$ cat config.mk
export PLATFORM = sky130hd
export DESIGN_NAME = spi_transmit_flat
export DESIGN_NICKNAME = d
export VERILOG_FILES = /design/src/rtl/spi_transmit_if.sv /design/src/rtl/spi_transmit.sv /design/src/flat_wrapper.sv
export SDC_FILE = /design/constraint.sdc
export NUM_CORES = 1
export LEC_CHECK = 0
export ABC_CLOCK_PERIOD_IN_PS = 3500
export BUFFER_PORTS_ARGS = -buffer_cell sky130_fd_sc_hd__buf_4
export CAP_MARGIN = 5
export CORE_MARGIN = 4
export CORE_UTILIZATION = 59
export DETAILED_ROUTE_END_ITERATION = 10
export HOLD_SLACK_MARGIN = 0.02
export PLACE_DENSITY = 0.74
export SKIP_CTS_REPAIR_TIMING = 1
export SYNTH_ARGS = -nofsm -noshare
export SYNTH_HDL_FRONTEND = slang
export SYNTH_SLANG_ARGS = --single-unit
$ cat constraint.sdc
create_clock -name clk -period 3.5 [get_ports clk]
set_input_delay 0.35 -clock clk [delete_from_list [all_inputs] [get_ports clk]]
set_output_delay 0.35 -clock clk [all_outputs]
set_load 0.01 [all_outputs]
$ cat src/rtl/spi_transmit_if.sv
// Groups the SPI transmit signals: the enqueue handshake from the datapath, the SPI pins, and the status outputs.
// Latency: none; this file only bundles signals.
// Backpressure: while txReady is low, the producer holds txValid and txData.
interface spi_transmit_if #(
  parameter int messageBits = 8
);
  logic [messageBits-1:0] txData;
  logic                   txValid;
  logic                   txReady;
  logic                   sck;
  logic                   cs;
  logic                   sdo;
  logic                   wordDone;
  logic                   busy;
  logic                   underrun;

  // Transmitter side
  modport slave (
    input  txData, txValid, sck, cs,
    output txReady, sdo, wordDone, busy, underrun
  );

  // Datapath and MCU side
  modport master (
    output txData, txValid, sck, cs,
    input  txReady, sdo, wordDone, busy, underrun
  );
endinterface

$ cat src/rtl/spi_transmit.sv
// SPI peripheral transmitter: shifts out words from a small FIFO on sdo, MSB first, framed by an active-high cs.
// Latency: an sck/cs pin edge is acted on at the 3rd clk rising edge after it; sdo is registered.
// Backpressure: txReady = !full. When the FIFO is empty at a word load, fillWord is sent and underrun is set.

// Generic synchronous FIFO. The caller must not push when full or pop when empty.
module fifo_sync #(
  parameter int W     = 8,
  parameter int DEPTH = 4
) (
  input  logic         clk,
  input  logic         rst,
  input  logic         push_i,
  input  logic [W-1:0] dat_i,
  input  logic         pop_i,
  output logic [W-1:0] dat_o,
  output logic         empty_o,
  output logic         full_o
);
  localparam int AW = $clog2(DEPTH);

  logic [W-1:0]  mem_q [DEPTH];
  logic [AW-1:0] wr_q, rd_q;
  logic [AW:0]   cnt_q;

  assign dat_o   = mem_q[rd_q];
  assign empty_o = (cnt_q == '0);
  assign full_o  = (cnt_q == (AW+1)'(DEPTH));

  // Storage has no reset: an entry is only read after it has been written.
  always_ff @(posedge clk) begin
    if (push_i) mem_q[wr_q] <= dat_i;
  end

  // Read/write pointers and occupancy. A push and a pop in the same cycle leave the count unchanged.
  always_ff @(posedge clk or posedge rst) begin
    if (rst) begin
      wr_q  <= '0;
      rd_q  <= '0;
      cnt_q <= '0;
    end else begin
      if (push_i) wr_q <= wr_q + AW'(1);
      if (pop_i)  rd_q <= rd_q + AW'(1);
      case ({push_i, pop_i})
        2'b10:   cnt_q <= cnt_q + (AW+1)'(1);
        2'b01:   cnt_q <= cnt_q - (AW+1)'(1);
        default: cnt_q <= cnt_q;
      endcase
    end
  end
endmodule

module spi_transmit #(
  parameter int                     messageBits = 8,
  parameter int                     fifoDepth   = 4,
  parameter logic [messageBits-1:0] fillWord    = '0
) (
  input logic            clk,
  input logic            rst,
  spi_transmit_if.slave  bus
);
  localparam int KW = $clog2(messageBits + 1);

  typedef enum logic {IDLE, SHIFT} state_t;

  state_t                 state_q;
  logic [2:0]             sck_q, cs_q;    // [0],[1] synchronizer, [2] edge-detect delay
  logic [messageBits-1:0] shift_q;
  logic [KW-1:0]          k_q;
  logic                   sdo_q, word_done_q, busy_q, underrun_q;

  logic                   sck_rise, sck_fall, cs_rise, cs_fall;
  logic                   push, pop, load, fifo_empty, fifo_full;
  logic [messageBits-1:0] head, word_d, shifted;
  logic [KW-1:0]          k_d;

  assign sck_rise =  sck_q[1] & ~sck_q[2];
  assign sck_fall = ~sck_q[1] &  sck_q[2];
  assign cs_rise  =  cs_q[1]  & ~cs_q[2];
  assign cs_fall  = ~cs_q[1]  &  cs_q[2];

  // Bring the asynchronous SPI pins into the clk domain and keep one extra delayed copy for edge detection.
  always_ff @(posedge clk or posedge rst) begin
    if (rst) begin
      sck_q <= '0;
      cs_q  <= '0;
    end else begin
      sck_q <= {sck_q[1:0], bus.sck};
      cs_q  <= {cs_q[1:0], bus.cs};
    end
  end

  assign push        = bus.txValid & ~fifo_full;
  assign bus.txReady = ~fifo_full;

  fifo_sync #(.W(messageBits), .DEPTH(fifoDepth)) u_fifo (
    .clk     (clk),
    .rst     (rst),
    .push_i  (push),
    .dat_i   (bus.txData),
    .pop_i   (pop),
    .dat_o   (head),
    .empty_o (fifo_empty),
    .full_o  (fifo_full)
  );

  assign k_d     = k_q + KW'(1);
  assign shifted = shift_q << 1;
  // A word is loaded when a frame opens, or when the last bit of a word has been sampled. A cs fall cancels either load.
  assign load    = ~cs_fall &
                   (((state_q == IDLE) && cs_rise) ||
                    ((state_q == SHIFT) && sck_fall && (k_d == KW'(messageBits))));
  assign pop     = load & ~fifo_empty;
  assign word_d  = fifo_empty ? fillWord : head;

  // Frame FSM. All outputs are registered. A cs fall overrides any coincident sck edge.
  always_ff @(posedge clk or posedge rst) begin
    if (rst) begin
      state_q     <= IDLE;
      shift_q     <= '0;
      k_q         <= '0;
      sdo_q       <= 1'b0;
      word_done_q <= 1'b0;
      busy_q      <= 1'b0;
      underrun_q  <= 1'b0;
    end else begin
      word_done_q <= 1'b0;
      if (cs_fall) begin
        state_q <= IDLE;
        sdo_q   <= 1'b0;
        k_q     <= '0;
        busy_q  <= 1'b0;
      end else if (state_q == IDLE) begin
        if (cs_rise) begin
          state_q    <= SHIFT;
          busy_q     <= 1'b1;
          shift_q    <= word_d;
          sdo_q      <= word_d[messageBits-1];
          k_q        <= '0;
          underrun_q <= fifo_empty;      // clear the sticky flag, unless this load also underruns
        end
      end else begin
        if (sck_rise && (k_q != '0)) begin
          // The MSB stays on sdo through the first rising edge; later rising edges present the next bit.
          shift_q <= shifted;
          sdo_q   <= shifted[messageBits-1];
        end else if (sck_fall) begin
          if (load) begin
            word_done_q <= 1'b1;
            shift_q     <= word_d;
            sdo_q       <= word_d[messageBits-1];
            k_q         <= '0;
            if (fifo_empty) underrun_q <= 1'b1;
          end else begin
            k_q <= k_d;
          end
        end
      end
    end
  end

  assign bus.sdo      = sdo_q;
  assign bus.wordDone = word_done_q;
  assign bus.busy     = busy_q;
  assign bus.underrun = underrun_q;
endmodule

$ cat src/flat_wrapper.sv
// flat-port wrapper written by rule: the top's interface ports become plain ports
module spi_transmit_flat 
#(
  parameter int                     messageBits = 8,
  parameter int                     fifoDepth   = 4,
  parameter logic [messageBits-1:0] fillWord    = '0
)
  (clk, rst, bus_txData, bus_txValid, bus_sck, bus_cs, bus_txReady, bus_sdo, bus_wordDone, bus_busy, bus_underrun);
  spi_transmit_if #(.messageBits(messageBits)) bus_i ();
  input logic clk;
  input logic rst;
  input wire logic [$bits(bus_i.txData)-1:0] bus_txData;
  input wire logic [$bits(bus_i.txValid)-1:0] bus_txValid;
  input wire logic [$bits(bus_i.sck)-1:0] bus_sck;
  input wire logic [$bits(bus_i.cs)-1:0] bus_cs;
  output wire logic [$bits(bus_i.txReady)-1:0] bus_txReady;
  output wire logic [$bits(bus_i.sdo)-1:0] bus_sdo;
  output wire logic [$bits(bus_i.wordDone)-1:0] bus_wordDone;
  output wire logic [$bits(bus_i.busy)-1:0] bus_busy;
  output wire logic [$bits(bus_i.underrun)-1:0] bus_underrun;
  assign bus_i.txData = bus_txData;
  assign bus_i.txValid = bus_txValid;
  assign bus_i.sck = bus_sck;
  assign bus_i.cs = bus_cs;
  assign bus_txReady = bus_i.txReady;
  assign bus_sdo = bus_i.sdo;
  assign bus_wordDone = bus_i.wordDone;
  assign bus_busy = bus_i.busy;
  assign bus_underrun = bus_i.underrun;
  spi_transmit #(.messageBits(messageBits), .fifoDepth(fifoDepth), .fillWord(fillWord)) u_core (.clk(clk), .rst(rst), .bus(bus_i));
endmodule
==> metrics.txt, run 1 <==
status finished clean; internal power 1.633 mW; Pleak 1.248 nW; ys async rst share 47.54%; Min-Delay Path Class input pin to flip-flop; Placer Congestion 0.7693; CP max-delay cell dfrtp_1; vias in the first global route 1553; Core Footprint 4354 um2; Net Switching 0.6595 mW; Hold Startpoint bus_cs; Worst-Margin Slew 1.085 ns; RSZ-0062 raised after global routing no; aggregate routed wire length 4.812 mm; final max-slew violation count 0; initial antenna violation count 0; CTS Buffer Depth 2; maximum VDD drop 0.4750 mV; cell with the most instances after synthesis edfxtp_1; Max Fanout on Critical Path 6; total number of vias 1504; IO Count 18; Initial Util 61.03%; final hold vios 0; Mapped Area 2658 um2; Detail Route Antenna Nets 0; logic gate share of total power 24.1%; Total Die Area 5642 um2; switching part of the total 28.77%; Max Freq 0.3453 GHz; hold endpoint u_core.cs_q[0]$_DFF_PP0_; GR Overflow Total 0; DR pass1 iterations 4; number of synthesized flops with an enable pin 32; post-synth top area cell edfxtp_1; Clock Power Share 28.7%; Setup Crit Path Kind flip-flop to flip-flop; reg2reg setup slack 0.60 ns; top_reg_cell synth edfxtp_1; TritonCTS buffer count 9; Die Ht 75.12 um; sequential area share after synthesis 63.47%; TNS Setup 0 ns; Final Net Count 223; Seq cells post-synth 61; Clock Latency Late Sink 0.34 ns; # diodes 0; Crit Reg-Reg Endpoint u_core.u_fifo.cnt_q[2]$_DFFE_PP0P_; All-Layer GR Usage 19.88%; Die W 75.12 um; synth warn 0; drt drc 0; Final Skew 0.005378 ns; startpoint types flip-flop; worst hold path depth 1; worst path arrival time 3.15 ns; Synth area leaders edfxtp_1 36%, dfrtp_1 27%, mux4_2 6.8%; Critical Path, Cell by Cell ha_1, xnor2_1, nand4_1, nand2b_2, a21boi_1, ha_1, inv_1, fa_1, xor2_1, nor2_1, xor2_1; # rows 24; post-synth top area share 36.16%; reg-to-reg startpoint u_core.k_q[0]$_DFFE_PP0P_; WL per Instance 18.80 um; sequential share of power 47.1%; final hold slack 0.1214 ns; PwrDens 754.6 nW/um2; Final Core Density 69.77%; minimum clock period after layout 2.896 ns; placed cells 240; DRT iter0 DRCs 80; Avg Cell Area, Syn 15.19 um2; Cell variety after synth 39; Via density 5.875; # setup viols final 0; fin cells 256; largest stage delay on the critical path 0.45 ns; first-pass GRT wire length 7.700 mm; Area Growth Syn to Fin 14.31%; Buffers on Ports 17; share of cells above drive strength 1 24.51%; Post-DP HPWL 3.212 mm; critical path's top delay family adder cells; H-tree depth 3; Mapped Cells 175; Crit. End Element flip-flop; Commonest cells post-synth 32 x edfxtp_1, 29 x dfrtp_1, 13 x inv_1; largest net degree at the start of global routing 30; Clock Sinks 61; CP bufs+invs 1; MaxCap Viol Count 0; CTS tree done; Clock transition at path regs 0.06 ns; R2R cell count 11; worst path required time 3.75 ns; fin crit share 82.75%; Mapped Nets 199; Slew HR 27.61%; CTS Root Cell clkbuf_8
## cell usage in the layout (no fill, tap or decap), drive strengths merged, types with 2 or more instances in the layout
master / instances
bufinv: 2
nand2: 4
edfxtp: 32
buf: 18
a32o: 2
clkbuf: 10
inv: 13
nor2b: 3
xor2: 3
a22o: 8
nand3: 2
mux2i: 2
a21oi: 3
nor3b: 3
clkinv: 4
nor2: 9
nand2b: 5
mux2: 6
o31ai: 2
xnor2: 5
o21ai: 6
mux4: 8
dfrtp: 29
ha: 10
and3: 4
## power by group through the flow
| stage | logic [mW] | clock network [mW] | registers (mW) |
|---|---|---|---|
| floorplan | 0.462 | 0 | 1.01 |
| global placement | 0.530 | 0 | 1.08 |
| detailed placement | 0.552 | 0 | 1.09 |
| CTS | 0.563 | 0.668 | 1.08 |
| global route | 0.612 | 0.698 | 1.10 |
| finish | 0.553 | 0.659 | 1.08 |
## metal layers
metal  global-route usage [%]  vias up  share of wire (%)
li1                         -      694                  -
met1                    25.58      747                 43
met2                    30.75       56                 50
met3                    6.008        7                5.2
met4                    9.881        0                2.1
met5                        0        -                  0
## worst max-delay path by stage
stage,start,endpoint,slack (ns),depth (start not counted)
2_1_floorplan,u_core.k_q[0]$_DFFE_PP0P_,u_core.u_fifo.cnt_q[2]$_DFFE_PP0P_,1.05,11
6_report,u_core.k_q[0]$_DFFE_PP0P_,u_core.u_fifo.cnt_q[2]$_DFFE_PP0P_,0.60,11
3_5_place_dp,u_core.k_q[0]$_DFFE_PP0P_,u_core.u_fifo.cnt_q[2]$_DFFE_PP0P_,0.74,11
3_3_place_gp,u_core.k_q[0]$_DFFE_PP0P_,u_core.u_fifo.cnt_q[2]$_DFFE_PP0P_,0.92,11
4_1_cts,u_core.k_q[0]$_DFFE_PP0P_,u_core.u_fifo.cnt_q[2]$_DFFE_PP0P_,0.64,11
5_1_grt,u_core.k_q[0]$_DFFE_PP0P_,u_core.u_fifo.cnt_q[2]$_DFFE_PP0P_,0.47,11
## flip-flops by register name, summed over array words and instances, names as in the netlist
register,flops
u_core.bus.busy,1
u_core.bus.sdo,1
u_core.bus.underrun,1
u_core.bus.wordDone,1
u_core.cs_q,3
u_core.k_q,4
u_core.sck_q,3
u_core.shift_q,7
u_core.state_q,1
u_core.u_fifo.cnt_q,3
u_core.u_fifo.mem_q,32
u_core.u_fifo.rd_q,2
u_core.u_fifo.wr_q,2
## metrics by stage
step	total power [mW]	area [um2]	worst slack (ns)
2_1_floorplan	1.476	2658	1.053
5_1_grt	2.412	3038	0.4678
3_3_place_gp	1.609	2833	0.9213
4_1_cts	2.314	3038	0.6401
6_report	2.293	3038	0.6037
3_5_place_dp	1.645	2833	0.7396
## logic make-up (layout without fill, tap and decap cells)
family / count (synthesis) / count (layout) / synth area share, %
DFF: 61 / 61 / 63.47
buffers and inverters: 18 / 47 / 2.778
muxes: 16 / 16 / 10.08
adders and majority gates: 11 / 11 / 5.461
AOI/OAI and AO/OA: 25 / 25 / 7.533
xor gates and xnor gates: 8 / 8 / 2.637
and+or+nand+nor: 36 / 36 / 8.051
## layout make-up
class	count	area, um2
Sequential cell	61	1687
Fill cell	280	1316
Multi-Input combinational cell	96	897.1
Timing Repair Buffer	18	135.1
Clock buffer	10	127.6
Clock inverter	6	77.57
Tap cell	52	65.06
Inverter	13	48.80
No activity file was read; power rests on OpenSTA's default activity.
==> run 2, diff against run 1 <==
ABC_CLOCK_PERIOD_IN_PS = 2850   (was 3500)
clock period = 2.85 ns   (was 3.5 ns; I/O delays follow)
==> run 2 against run 1 <==
Largest power group unchanged. Critical endpoint unchanged. Core utilization grew 0.37 points. Final cell count is the same. Count of clock-buffer cells in the layout is the same. Wire length grew 0.58%. Setup slack lost 0.43 ns. Largest cell class unchanged. Clock power grew 23%. Die area is the same. Critical path type unchanged.
==> metrics.txt, run 2 (synthesis gave the netlist of run 1 again) <==
aggregate routed wire length 4.840 mm (was 4.812 mm); startpoint types flip-flop (unchanged); reg-to-reg startpoint u_core.k_q[0]$_DFFE_PP0P_ (unchanged); total number of vias 1485 (was 1504); Cell Area, Placed 2833 um2 (unchanged); Clock Latency Late Sink 0.34 ns (about the same); final hold slack 0.05700 ns (was 0.1214 ns); Crit. End Element flip-flop (unchanged); # setup viols final 0 (unchanged); IO Count 18 (unchanged); worst setup margin 0.1744 ns (was 0.6037 ns); worst path required time 3.10 ns (was 3.75 ns); TritonCTS buffer count 9 (unchanged); Max Freq 0.3738 GHz (was 0.3453 GHz); Worst-Margin Slew 1.077 ns (was 1.085 ns); WP depth 11 (unchanged); Via density 5.801 (was 5.875); DR pass1 iterations 4 (unchanged); max reg flops 32 (unchanged); Register Area 1687 um2 (unchanged); Largest Register u_core.u_fifo.mem_q (unchanged); Slew HR 28.12% (was 27.61%); CTS Buffer Depth 2 (unchanged); Clock Sinks 61 (unchanged); Area Growth Syn to Fin 14.92% (was 14.31%); RSZ-0062 raised after global routing no (unchanged); most frequent cells in the layout 32 x edfxtp_1, 29 x dfrtp_1, 18 x buf_4 (unchanged); leading cell type in the layout, fill and taps excluded edfxtp_1 (unchanged); CTS tree done (unchanged); CTS Root Cell clkbuf_8 (unchanged); drt drc 0 (unchanged); critical path's top delay family adder cells (unchanged); Die Ht 75.12 um (unchanged); CP Capture Point u_core.u_fifo.cnt_q[2]$_DFFE_PP0P_ (unchanged); reg2reg setup slack 0.17 ns (was 0.60 ns); Clock transition at path regs 0.06 ns (about the same); Buffers on Ports 17 (unchanged); Die W 75.12 um (unchanged); largest stage delay on the critical path 0.45 ns (about the same); CP bufs+invs 1 (unchanged); largest net degree at the start of global routing 30 (unchanged); final max-slew violation count 0 (unchanged); Placer Congestion 0.7693 (unchanged); maximum VDD drop 0.5843 mV (was 0.4750 mV); biggest regs u_core.u_fifo.mem_q x32, u_core.shift_q x7, u_core.k_q x4 (unchanged); PwrDens 923.9 nW/um2 (was 754.6 nW/um2); Final Cell Area 3054 um2 (was 3038 um2); vias in the first global route 1553 (unchanged); CP max-delay cell dfrtp_1 (unchanged); Core Footprint 4354 um2 (unchanged); H-tree depth 3 (unchanged); Post-DP HPWL 3.212 mm (unchanged); share of cells above drive strength 1 25.00% (was 24.51%); Worst Setup SP u_core.k_q[0]$_DFFE_PP0P_ (unchanged); Final Net Count 223 (unchanged); Max Fanout on Critical Path 6 (unchanged); fin crit share 93.88% (was 82.75%); worst path arrival time 2.93 ns (was 3.15 ns); Total Die Area 5642 um2 (unchanged); minimum clock period after layout 2.676 ns (was 2.896 ns); Critical Path, Cell by Cell ha_1, xnor2_1, nand4_1, nand2b_4, a21boi_4, ha_1, inv_1, fa_1, xor2_1, nor2_1, xor2_1 (was ha_1, xnor2_1, nand4_1, nand2b_2, a21boi_1, ha_1, inv_1, fa_1, xor2_1, nor2_1, xor2_1); R2R cell count 11 (unchanged); Final Core Density 70.14% (was 69.77%); Final Skew 0.005901 ns (was 0.005378 ns); final hold vios 0 (unchanged); status finished clean (unchanged); Initial Util 61.03% (unchanged); multi-input logic area 913.4 um2 (was 897.1 um2); Crit Reg-Reg Endpoint u_core.u_fifo.cnt_q[2]$_DFFE_PP0P_ (unchanged); Setup Crit Path Kind flip-flop to flip-flop (unchanged); Detail Route Antenna Nets 0 (unchanged); # diodes 0 (unchanged); All-Layer GR Usage 19.88% (unchanged); Pleak 1.262 nW (was 1.248 nW); MaxCap Viol Count 0 (unchanged); TNS Setup 0 ns (unchanged); Min-Delay Path Class input pin to flip-flop (unchanged); WL per Instance 18.91 um (was 18.80 um); fill count 278 (was 280); GR Overflow Total 0 (unchanged); DRT iter0 DRCs 97 (was 80); # rows 24 (unchanged); initial antenna violation count 0 (unchanged); first-pass GRT wire length 7.700 mm (unchanged); pre-CTS setup slack 0.08957 ns (was 0.7396 ns)
run 2: per-stage QoR:
step / instances / power (mW)
6_report: 256 / 2.822
5_1_grt: 256 / 2.967
4_1_cts: 256 / 2.842
3_5_place_dp: 240 / 2.021
3_3_place_gp: 240 / 1.976
2_1_floorplan: 175 / 1.812
run 2: worst min-delay path by stage:
stage / start / endpoint / slack [ns] / cells past startpoint
final: bus_cs / u_core.cs_q[0]$_DFF_PP0_ / 0.06 / 1
after global routing: bus_sck / u_core.sck_q[0]$_DFF_PP0_ / 0.04 / 1
after CTS: bus_sck / u_core.sck_q[0]$_DFF_PP0_ / 0.04 / 1
after detailed placement: u_core.cs_q[0]$_DFF_PP0_ / u_core.cs_q[1]$_DFF_PP0_ / 0.34 / 0
after global placement: u_core.cs_q[0]$_DFF_PP0_ / u_core.cs_q[1]$_DFF_PP0_ / 0.33 / 0
after floorplan: bus_cs / u_core.cs_q[0]$_DFF_PP0_ / 0.32 / 0
run 2: layout make-up:
cell class	instances	share of cell area [%]
flip-flops and latches	61	55.22
multi-input cells	96	29.91
repair buffers	18	4.424
clock buffers	10	4.179
clock inverters	6	2.540
well taps	52	2.130
inverters	13	1.598
run 2: where the power goes:
group | internal, mW | switching, mW | total [mW]
logic | 0.368 | 0.316 | 0.684
registers | 1.16 | 0.170 | 1.33
clock network | 0.483 | 0.327 | 0.810
run 2: per-layer routing:
layer	up-vias	part of all wire, %	GRT usage [%]
met5	-	0	0
met4	0	2.1	9.881
met3	7	3.3	6.008
met2	30	50	30.75
met1	757	45	25.58
li1	691	-	-
==> run 3, diff against run 2 <==
CORE_ASPECT_RATIO = 1.2   (was default)
==> run 3 against run 2 <==
Die area about the same. Critical endpoint unchanged. Largest power group unchanged. Combinational power down 1%. Non-clock buffer count up 1. Setup slack better by 0.021 ns. Clock power up 0.6%. Sequential share of layout area down 0.38 points. Maximum frequency up 0.78%. Sequential cell count unchanged. Final cell count up 2.0%. Highest routed layer unchanged. Critical path type unchanged.
==> metrics.txt, run 3 (synthesis gave the netlist of run 1 again) <==
# rows 26 (was 24); logic gate share of total power 24.1% (was 24.3%); Setup Crit Path Kind flip-flop to flip-flop (unchanged); Core Footprint 4294 um2 (was 4354 um2); Clock Latency Late Sink 0.33 ns (was 0.34 ns); worst path arrival time 2.91 ns (was 2.93 ns); Pleak 1.268 nW (was 1.262 nW); aggregate routed wire length 4.508 mm (was 4.840 mm); Final Skew 0.005428 ns (was 0.005901 ns); Final Cell Area 3075 um2 (was 3054 um2); leading cell type in the layout, fill and taps excluded edfxtp_1 (unchanged); Final Net Count 224 (was 223); Cell Area, Placed 2838 um2 (was 2833 um2); DR pass1 iterations 4 (unchanged); drt drc 0 (unchanged); switching part of the total 28.31% (was 28.81%); vias in the first global route 1523 (was 1553); CTS Buffer Depth 2 (unchanged); Initial Util 61.89% (was 61.03%); Largest Register u_core.u_fifo.mem_q (unchanged); internal power 2.013 mW (was 2.009 mW); R2R cell count 11 (unchanged); share of cells above drive strength 1 26.34% (was 25.00%); max reg flops 32 (unchanged); first-pass GRT wire length 7.348 mm (was 7.700 mm); # diodes 0 (unchanged); Die Ht 81.52 um (was 75.12 um); Clock Power Share 29.0% (was 28.7%); Die W 69.27 um (was 75.12 um); Slew HR 27.95% (was 28.12%); maximum VDD drop 0.8149 mV (was 0.5843 mV); Pwr Total 2.808 mW (was 2.822 mW); CTS tree done (unchanged); Post-DP HPWL 2.994 mm (was 3.212 mm); Detail Route Antenna Nets 0 (unchanged); sequential share of power 46.9% (was 47.0%); Crit. End Element flip-flop (unchanged); worst path required time 3.10 ns (about the same); Worst-Margin Slew 1.080 ns (was 1.077 ns); Placer Congestion 0.7906 (was 0.7693); fill count 288 (was 278); reg2reg setup slack 0.20 ns (was 0.17 ns); DRT iter0 DRCs 124 (was 97); biggest regs u_core.u_fifo.mem_q x32, u_core.shift_q x7, u_core.k_q x4 (unchanged); worst hold path depth 1 (unchanged); Max Freq 0.3767 GHz (was 0.3738 GHz); Via density 5.736 (was 5.801); largest stage delay on the critical path 0.44 ns (was 0.45 ns); critical path's top delay family adder cells (unchanged); final max-slew violation count 0 (unchanged); initial antenna violation count 0 (unchanged); TritonCTS buffer count 9 (unchanged); status finished clean (unchanged); Area Growth Syn to Fin 15.73% (was 14.92%); Min-Delay Path Class input pin to flip-flop (unchanged); startpoint types flip-flop (unchanged); All-Layer GR Usage 17.54% (was 19.88%); most frequent cells in the layout 32 x edfxtp_1, 29 x dfrtp_1, 19 x buf_4 (was 32 x edfxtp_1, 29 x dfrtp_1, 18 x buf_4); CTS Root Cell clkbuf_8 (unchanged); Clock transition at path regs 0.06 ns (about the same); WL per Instance 17.27 um (was 18.91 um); final hold vios 0 (unchanged); # setup viols final 0 (unchanged); Net Switching 0.7949 mW (was 0.8130 mW); Clock Sinks 61 (unchanged); H-tree depth 3 (unchanged); Buffers on Ports 17 (unchanged); largest net degree at the start of global routing 30 (unchanged); minimum clock period after layout 2.655 ns (was 2.676 ns); CP bufs+invs 1 (unchanged); GR Overflow Total 0 (unchanged); WP depth 11 (unchanged); IO Count 18 (unchanged); CP max-delay cell dfrtp_1 (unchanged); Max Fanout on Critical Path 6 (unchanged); PwrDens 913.2 nW/um2 (was 923.9 nW/um2); Critical Path, Cell by Cell ha_1, xnor2_1, nand4_1, nand2b_4, a21boi_4, ha_1, inv_1, fa_1, xor2_1, nor2_1, xor2_1 (unchanged); MaxCap Viol Count 0 (unchanged); Total Die Area 5646 um2 (was 5642 um2); total number of vias 1497 (was 1485); fin crit share 93.16% (was 93.88%)
## run 3: worst paths after layout
kind	start	endpoint
setup / recovery	u_core.k_q[0]$_DFFE_PP0P_	u_core.u_fifo.cnt_q[2]$_DFFE_PP0P_
hold / removal	bus_cs	u_core.cs_q[0]$_DFF_PP0_
setup reg to reg	u_core.k_q[0]$_DFFE_PP0P_	u_core.u_fifo.cnt_q[2]$_DFFE_PP0P_
hold reg to reg	u_core.sck_q[0]$_DFF_PP0_	u_core.sck_q[1]$_DFF_PP0_
max in group asynchronous	rst	u_core.bus.wordDone$_DFF_PP0_
min in group asynchronous	rst	u_core.bus.underrun$_DFFE_PP0P_
## run 3: layout make-up
cell class / count / area (um2) / area share (%)
timing repair buffer: 19 / 142.6 / 4.638
sequential: 61 / 1687 / 54.84
clock inverter: 7 / 90.09 / 2.929
tap: 56 / 70.07 / 2.278
inverter: 13 / 48.80 / 1.587
multi-input combinational: 96 / 913.4 / 29.70
clock buffer: 9 / 123.9 / 4.028
## run 3: power by group through the flow
stage | sequential (mW) | clock (mW) | combinational [mW]
finish | 1.32 | 0.815 | 0.677
global route | 1.35 | 0.871 | 0.757
CTS | 1.32 | 0.831 | 0.683
detailed placement | 1.34 | 0 | 0.679
global placement | 1.32 | 0 | 0.647
floorplan | 1.25 | 0 | 0.567
## run 3: worst reg2reg max path, delay by kind of cell, from the launching register on
kind            cells  cell delay (ns)
buf+inv             1             0.06
flops               1             0.44
compound gates      1             0.17
xor+xnor            3             0.50
fa+ha+maj           3             0.86
simple gates        3             0.55
## run 3: routing by layer
layer  part of all wire, %  GRT usage, %
met1                    43         23.21
met2                    49         27.00
met4                   2.0         8.789
met5                     0             0
met3                   5.9         4.896
## run 3: per-stage QoR
stage | hold WS [ns] | TNS, ns | utilization, % | std cells | setup WS (ns)
after floorplan | 0.3164 | 0 | - | 175 | 0.4025
after global placement | 0.3383 | 0 | 66.08 | 244 | 0.2846
after detailed placement | 0.3355 | 0 | 66.08 | 244 | 0.07682
after CTS | 0.04096 | 0 | 71.07 | 260 | 0.02707
after global routing | 0.04153 | -0.02194 | 71.62 | 261 | -0.02194
final | 0.05823 | 0 | 71.62 | 261 | 0.1950
